## config.mk

```make
export PLATFORM = sky130hd
export DESIGN_NAME = cp0_intc
export DESIGN_NICKNAME = d
export VERILOG_FILES = /design/src/rtl/cp0_pkg.sv /design/src/rtl/irq_line.sv /design/src/rtl/cp0_intc.sv
export SDC_FILE = /design/constraint.sdc
export NUM_CORES = 1
export LEC_CHECK = 0
export ABC_AREA = 1
export CORE_MARGIN = 2
export CORE_UTILIZATION = 40
export DETAILED_ROUTE_END_ITERATION = 16
export PLACE_DENSITY = 0.74
export SYNTH_ARGS = -nofsm -noshare
export SYNTH_HDL_FRONTEND = slang
export SYNTH_HIERARCHICAL = 1
export SYNTH_SLANG_ARGS = --single-unit
```

## constraint.sdc

```tcl
create_clock -name clk -period 3 [get_ports clk]
set_input_delay 0.75 -clock clk [delete_from_list [all_inputs] [get_ports clk]]
set_output_delay 0.75 -clock clk [all_outputs]
set_load 0.03 [all_outputs]
```

## src/rtl/cp0_pkg.sv

```systemverilog
// Shared CP0 definitions: register numbers, field positions and exception codes.
package cp0_pkg;

  localparam logic [4:0] REG_SR    = 5'd12;
  localparam logic [4:0] REG_CAUSE = 5'd13;
  localparam logic [4:0] REG_EPC   = 5'd14;
  localparam logic [4:0] REG_PRID  = 5'd15;

  localparam int SR_IE_BIT     = 0;
  localparam int SR_EXL_BIT    = 1;
  localparam int IP_LSB        = 10;
  localparam int CAUSE_EXC_LSB = 2;
  localparam int CAUSE_BD_BIT  = 31;

  typedef enum logic [4:0] {
    EXC_INT  = 5'd0,
    EXC_ADEL = 5'd4,
    EXC_ADES = 5'd5,
    EXC_RI   = 5'd10,
    EXC_OV   = 5'd12
  } exc_code_e;

endpackage

```

## src/rtl/irq_line.sv

```systemverilog
// One hardware interrupt line: input synchroniser, optional rising-edge
// detector and a software-clearable pending flop for edge mode.
module irq_line #(
  parameter int SYNC_STAGES = 2,
  parameter bit EDGE_MODE   = 1'b0
) (
  input  logic clk,
  input  logic reset,
  input  logic irq_async,
  input  logic clr,
  output logic pend
);

  logic [SYNC_STAGES-1:0] sync_q;
  logic [SYNC_STAGES-1:0] sync_d;
  logic                   synced;

  // Shift the asynchronous line through the synchroniser chain.
  always_comb begin
    sync_d    = sync_q;
    sync_d[0] = irq_async;
    for (int i = 1; i < SYNC_STAGES; i++) begin
      sync_d[i] = sync_q[i-1];
    end
  end

  // Synchroniser register; flushed by reset.
  always_ff @(posedge clk or posedge reset) begin
    if (reset) sync_q <= '0;
    else       sync_q <= sync_d;
  end

  assign synced = sync_q[SYNC_STAGES-1];

  generate
    if (EDGE_MODE) begin : g_edge
      logic prev_q, prev_d;
      logic pend_q, pend_d;

      // Pending bit: a rising edge sets it, a W1C clears it, set wins.
      always_comb begin
        prev_d = synced;
        pend_d = pend_q;
        if (clr)              pend_d = 1'b0;
        if (synced & ~prev_q) pend_d = 1'b1;
      end

      // Edge detector history and pending state.
      always_ff @(posedge clk or posedge reset) begin
        if (reset) begin
          prev_q <= 1'b0;
          pend_q <= 1'b0;
        end else begin
          prev_q <= prev_d;
          pend_q <= pend_d;
        end
      end

      assign pend = pend_q;
    end else begin : g_level
      logic unused_clr;
      assign unused_clr = clr;
      assign pend       = synced;
    end
  endgenerate

endmodule

```

## src/rtl/cp0_intc.sv

```systemverilog
// Coprocessor 0 with interrupt controller: SR, Cause, EPC, PRId, precise
// exception/interrupt entry at MEM and EXL clear on ERET in WB.
module cp0_intc
  import cp0_pkg::*;
#(
  parameter int          NUM_IRQ     = 6,
  parameter logic [5:0]  EDGE_MASK   = 6'b000000,
  parameter int          SYNC_STAGES = 2,
  parameter logic [31:0] PRID        = 32'h0000_2019
) (
  input  logic               clk,
  input  logic               reset,
  input  logic               we,
  input  logic [4:0]         addr,
  input  logic [31:0]        wdata,
  output logic [31:0]        rdata,
  input  logic [31:0]        pc_m,
  input  logic               bd_m,
  input  logic [4:0]         exc_code_m,
  input  logic [NUM_IRQ-1:0] irq,
  input  logic               eret_w,
  output logic               int_req,
  output logic [31:0]        epc,
  output logic               exl
);

  logic [NUM_IRQ-1:0] sr_im_q, sr_im_d;
  logic               sr_exl_q, sr_exl_d;
  logic               sr_ie_q, sr_ie_d;
  logic               cause_bd_q, cause_bd_d;
  logic [4:0]         cause_exc_q, cause_exc_d;
  logic [31:0]        epc_q, epc_d;

  logic [NUM_IRQ-1:0] ip;
  logic [NUM_IRQ-1:0] ip_clr;
  logic               irq_pend;
  logic               exc_pend;
  logic               mtc0_ok;
  logic [31:0]        sr_val;
  logic [31:0]        cause_val;

  assign mtc0_ok = we & ~int_req;

  generate
    for (genvar i = 0; i < NUM_IRQ; i++) begin : g_line
      assign ip_clr[i] = mtc0_ok & (addr == REG_CAUSE) & wdata[IP_LSB + i];
      irq_line #(
        .SYNC_STAGES (SYNC_STAGES),
        .EDGE_MODE   (EDGE_MASK[i])
      ) u_line (
        .clk       (clk),
        .reset     (reset),
        .irq_async (irq[i]),
        .clr       (ip_clr[i]),
        .pend      (ip[i])
      );
    end
  endgenerate

  // Take requests: exceptions and enabled interrupts, both blocked by EXL.
  always_comb begin
    irq_pend = (|(ip & sr_im_q)) & sr_ie_q & ~sr_exl_q;
    exc_pend = (|exc_code_m) & ~sr_exl_q;
    int_req  = exc_pend | irq_pend;
  end

  // Register updates: entry beats MTC0; ERET clears EXL after any SR write.
  always_comb begin
    sr_im_d     = sr_im_q;
    sr_exl_d    = sr_exl_q;
    sr_ie_d     = sr_ie_q;
    cause_bd_d  = cause_bd_q;
    cause_exc_d = cause_exc_q;
    epc_d       = epc_q;
    if (int_req) begin
      sr_exl_d    = 1'b1;
      cause_bd_d  = bd_m;
      cause_exc_d = exc_pend ? exc_code_m : EXC_INT;
      epc_d       = (bd_m ? pc_m - 32'd4 : pc_m) & ~32'd3;
    end else if (we) begin
      case (addr)
        REG_SR: begin
          sr_im_d  = wdata[IP_LSB +: NUM_IRQ];
          sr_exl_d = wdata[SR_EXL_BIT];
          sr_ie_d  = wdata[SR_IE_BIT];
        end
        REG_EPC: epc_d = {wdata[31:2], 2'b00};
        default: ;
      endcase
    end
    if (eret_w) sr_exl_d = 1'b0;
  end

  // CP0 state registers.
  always_ff @(posedge clk or posedge reset) begin
    if (reset) begin
      sr_im_q     <= '0;
      sr_exl_q    <= 1'b0;
      sr_ie_q     <= 1'b0;
      cause_bd_q  <= 1'b0;
      cause_exc_q <= '0;
      epc_q       <= '0;
    end else begin
      sr_im_q     <= sr_im_d;
      sr_exl_q    <= sr_exl_d;
      sr_ie_q     <= sr_ie_d;
      cause_bd_q  <= cause_bd_d;
      cause_exc_q <= cause_exc_d;
      epc_q       <= epc_d;
    end
  end

  // MFC0 read mux; unimplemented bits and registers read as zero.
  always_comb begin
    sr_val                               = '0;
    sr_val[IP_LSB +: NUM_IRQ]            = sr_im_q;
    sr_val[SR_EXL_BIT]                   = sr_exl_q;
    sr_val[SR_IE_BIT]                    = sr_ie_q;
    cause_val                            = '0;
    cause_val[CAUSE_BD_BIT]              = cause_bd_q;
    cause_val[IP_LSB +: NUM_IRQ]         = ip;
    cause_val[CAUSE_EXC_LSB +: 5]        = cause_exc_q;
    case (addr)
      REG_SR:    rdata = sr_val;
      REG_CAUSE: rdata = cause_val;
      REG_EPC:   rdata = epc_q;
      REG_PRID:  rdata = PRID;
      default:   rdata = '0;
    endcase
  end

  assign epc = epc_q;
  assign exl = sr_exl_q;

endmodule

```

==> metrics <==
Layout area overhead 43.0%; DRC 0; worst setup path start addr[2]; Die H 100 um; Max Fclk 349 MHz; Yosys warning count 6; non-filler cells, final 827; Seq pwr share 0.427; switching portion of total power 0.380; WP data arrival 2.12 ns; Slew Viols, Final 0; crit-path cells clkdlybuf4s50_1 > nand2_1 > nor2_1 > nand2_1 > inv_1 > nand2_1 > nand3_1 > buf_4; Switch Pwr 0.850 mW; Required @ worst endpoint 2.25 ns; Min Hold Slack 0.366 ns; Final setup violation count 0; die footprint 10,000 um^2; Slew HR 0.500; CP Class input pin to output port; Root Driver clkbuf_8; DPL Wire Length 9440 um; Clk pwr share 0.189; first drt pass iteration count 5; Final ANT Viol Nets 0; GP Congestion 0.935; Num CTS Buffers 5; layout cell share with drive strength beyond 1 0.102; boundary pin count 151; Worst Skew 0.00462 ns; crit-path max FO 6; leakage power 2.60 nW; core box area 9110 um^2; post-synthesis cell count 573; status complete, no violations; Worst Setup End Kind output port; H-tree depth 2; Pint 1.39 mW; n_diodes 0; Total Power 2.24 mW; Worst-path clk slew 0.10 ns; worst-skew pair later-pin latency 0.31 ns; Port Buffers 146; Slew @ Worst Pin 0.748 ns; Initial Util 0.406; Worst R2R Start g_line[0].u_line/sync_q[1]$_DFF_PP0_; Comb pwr share 0.384; total wire length 11,800 um; CP max stage cell clkdlybuf4s50_1; first-pass GRT wire length 18,800 um; Final Cycle Share 0.956; post-DR wirelength/cell 14.2 um; crit path launch type input pin; vias in the first global route 3,758; Cell Rows 35; sinks on the clock net 56; most frequent CP cell nand2_1; Setup Buffers After CTS 0; total gr overflow 0; placed cell count 819; hold_sp g_line[2].u_line/sync_q[0]$_DFF_PP0_; largest net degree at the start of global routing 45; post-detailed-route via-to-cell ratio 4.91; Max Cap Viol 0; Mapped Area 3700 um^2; cell family with most CP delay buffers and inverters; syn_area_per_cell 6.45 um^2; Final Hold Viols 0; Hold Crit Class flip-flop to flip-flop; Die X 100 um; antenna violations before repair 0; 1st-iter DRT viols 205; maximum VDD drop 210 uV; Buf/Inv on CP 3; gr usage total 0.234; final worst path period need 2.87 ns; CP peak stage delay 0.46 ns; Via Count 4,061; Pwr Density 423 nW/um^2; Max clock buf depth 2; fin nets 801; CTS tree built
-- repair_timing --
action | 4_1_cts | 5_1_grt
gates resized for setup | 0 | 4
setup endpoints to repair | 0 | 11
hold buffers | 0 | 0
-- sequential cells by signal (all words and copies together) (netlist names) --
signal and count:
epc 30, g_line.u_line/sync_q 12, sr_im_q 6, cause_exc_q 5, cause_bd_q 1, exl 1, sr_ie_q 1
-- through the flow --
stage | setup TNS, ns | cell area (um^2) | util | worst slack [ns]
2_1_floorplan | 0 | 3700 | - | 0.419
6_report | 0 | 5290 | 0.580 | 0.133
3_5_place_dp | 0 | 5180 | 0.569 | 0.0453
5_1_grt | -0.0245 | 5290 | 0.580 | -0.0188
4_1_cts | 0 | 5270 | 0.579 | 0.0384
3_3_place_gp | 0 | 5180 | 0.569 | 0.108
-- layer usage --
layer	up-vias	share of wire	wire, um	GRT usage
met5	-	0	0	0
met4	0	0.0036	42	0.0295
met3	4	0.071	830	0.0306
met2	134	0.46	5370	0.379
met1	1873	0.47	5520	0.345
li1	2050	-	-	-
-- power by group through the flow --
stage | registers (mW) | logic (mW) | clock network [mW]
final | 0.955 | 0.858 | 0.422
after detailed placement | 0.969 | 0.857 | 0
after global routing | 0.970 | 0.937 | 0.455
after floorplan | 1.10 | 0.318 | 0
after CTS | 0.954 | 0.861 | 0.426
after global placement | 0.968 | 0.846 | 0
-- area by class of cell --
type / count / area (um^2)
timing repair buffer: 152 / 1440
clock inverter: 3 / 23.8
clock buffer: 5 / 68.8
multi-input combinational: 414 / 1890
tap: 111 / 139
fill: 901 / 3820
inverter: 86 / 327
sequential: 56 / 1400
-- final timing paths --
check                                                        to  slack (ns)  cells after the start
hold / removal             g_line[2].u_line/sync_q[1]$_DFF_PP0_        0.37                      0
setup / recovery                                      rdata[10]        0.13                      8
min in group asynchronous  g_line[0].u_line/sync_q[0]$_DFF_PP0_        0.78                      2
hold reg to reg            g_line[2].u_line/sync_q[1]$_DFF_PP0_        0.37                      0
setup reg to reg                             epc[8]$_DFFE_PP0P_        0.96                      8
max in group asynchronous                sr_im_q[3]$_DFFE_PP0P_        1.54                      3
-- cells in the final DEF, fill, tap and decap left out, types with 2 or more instances in the layout --
cell,instances
a21oi_1,10
conb_1,2
o21ai_0,31
nor2_4,5
inv_1,80
xnor2_1,4
nand2_2,5
clkbuf_8,5
nor3_1,2
nand3b_1,4
nand4_1,7
o211ai_1,3
clkdlybuf4s50_1,113
nand2_1,178
nor2_1,95
buf_4,38
xor2_1,4
nand3_1,45
dfrtp_1,56
o22ai_1,4
clkinvlp_4,3
inv_2,5
nor2_2,3
Power figures use the tool's default switching activity.
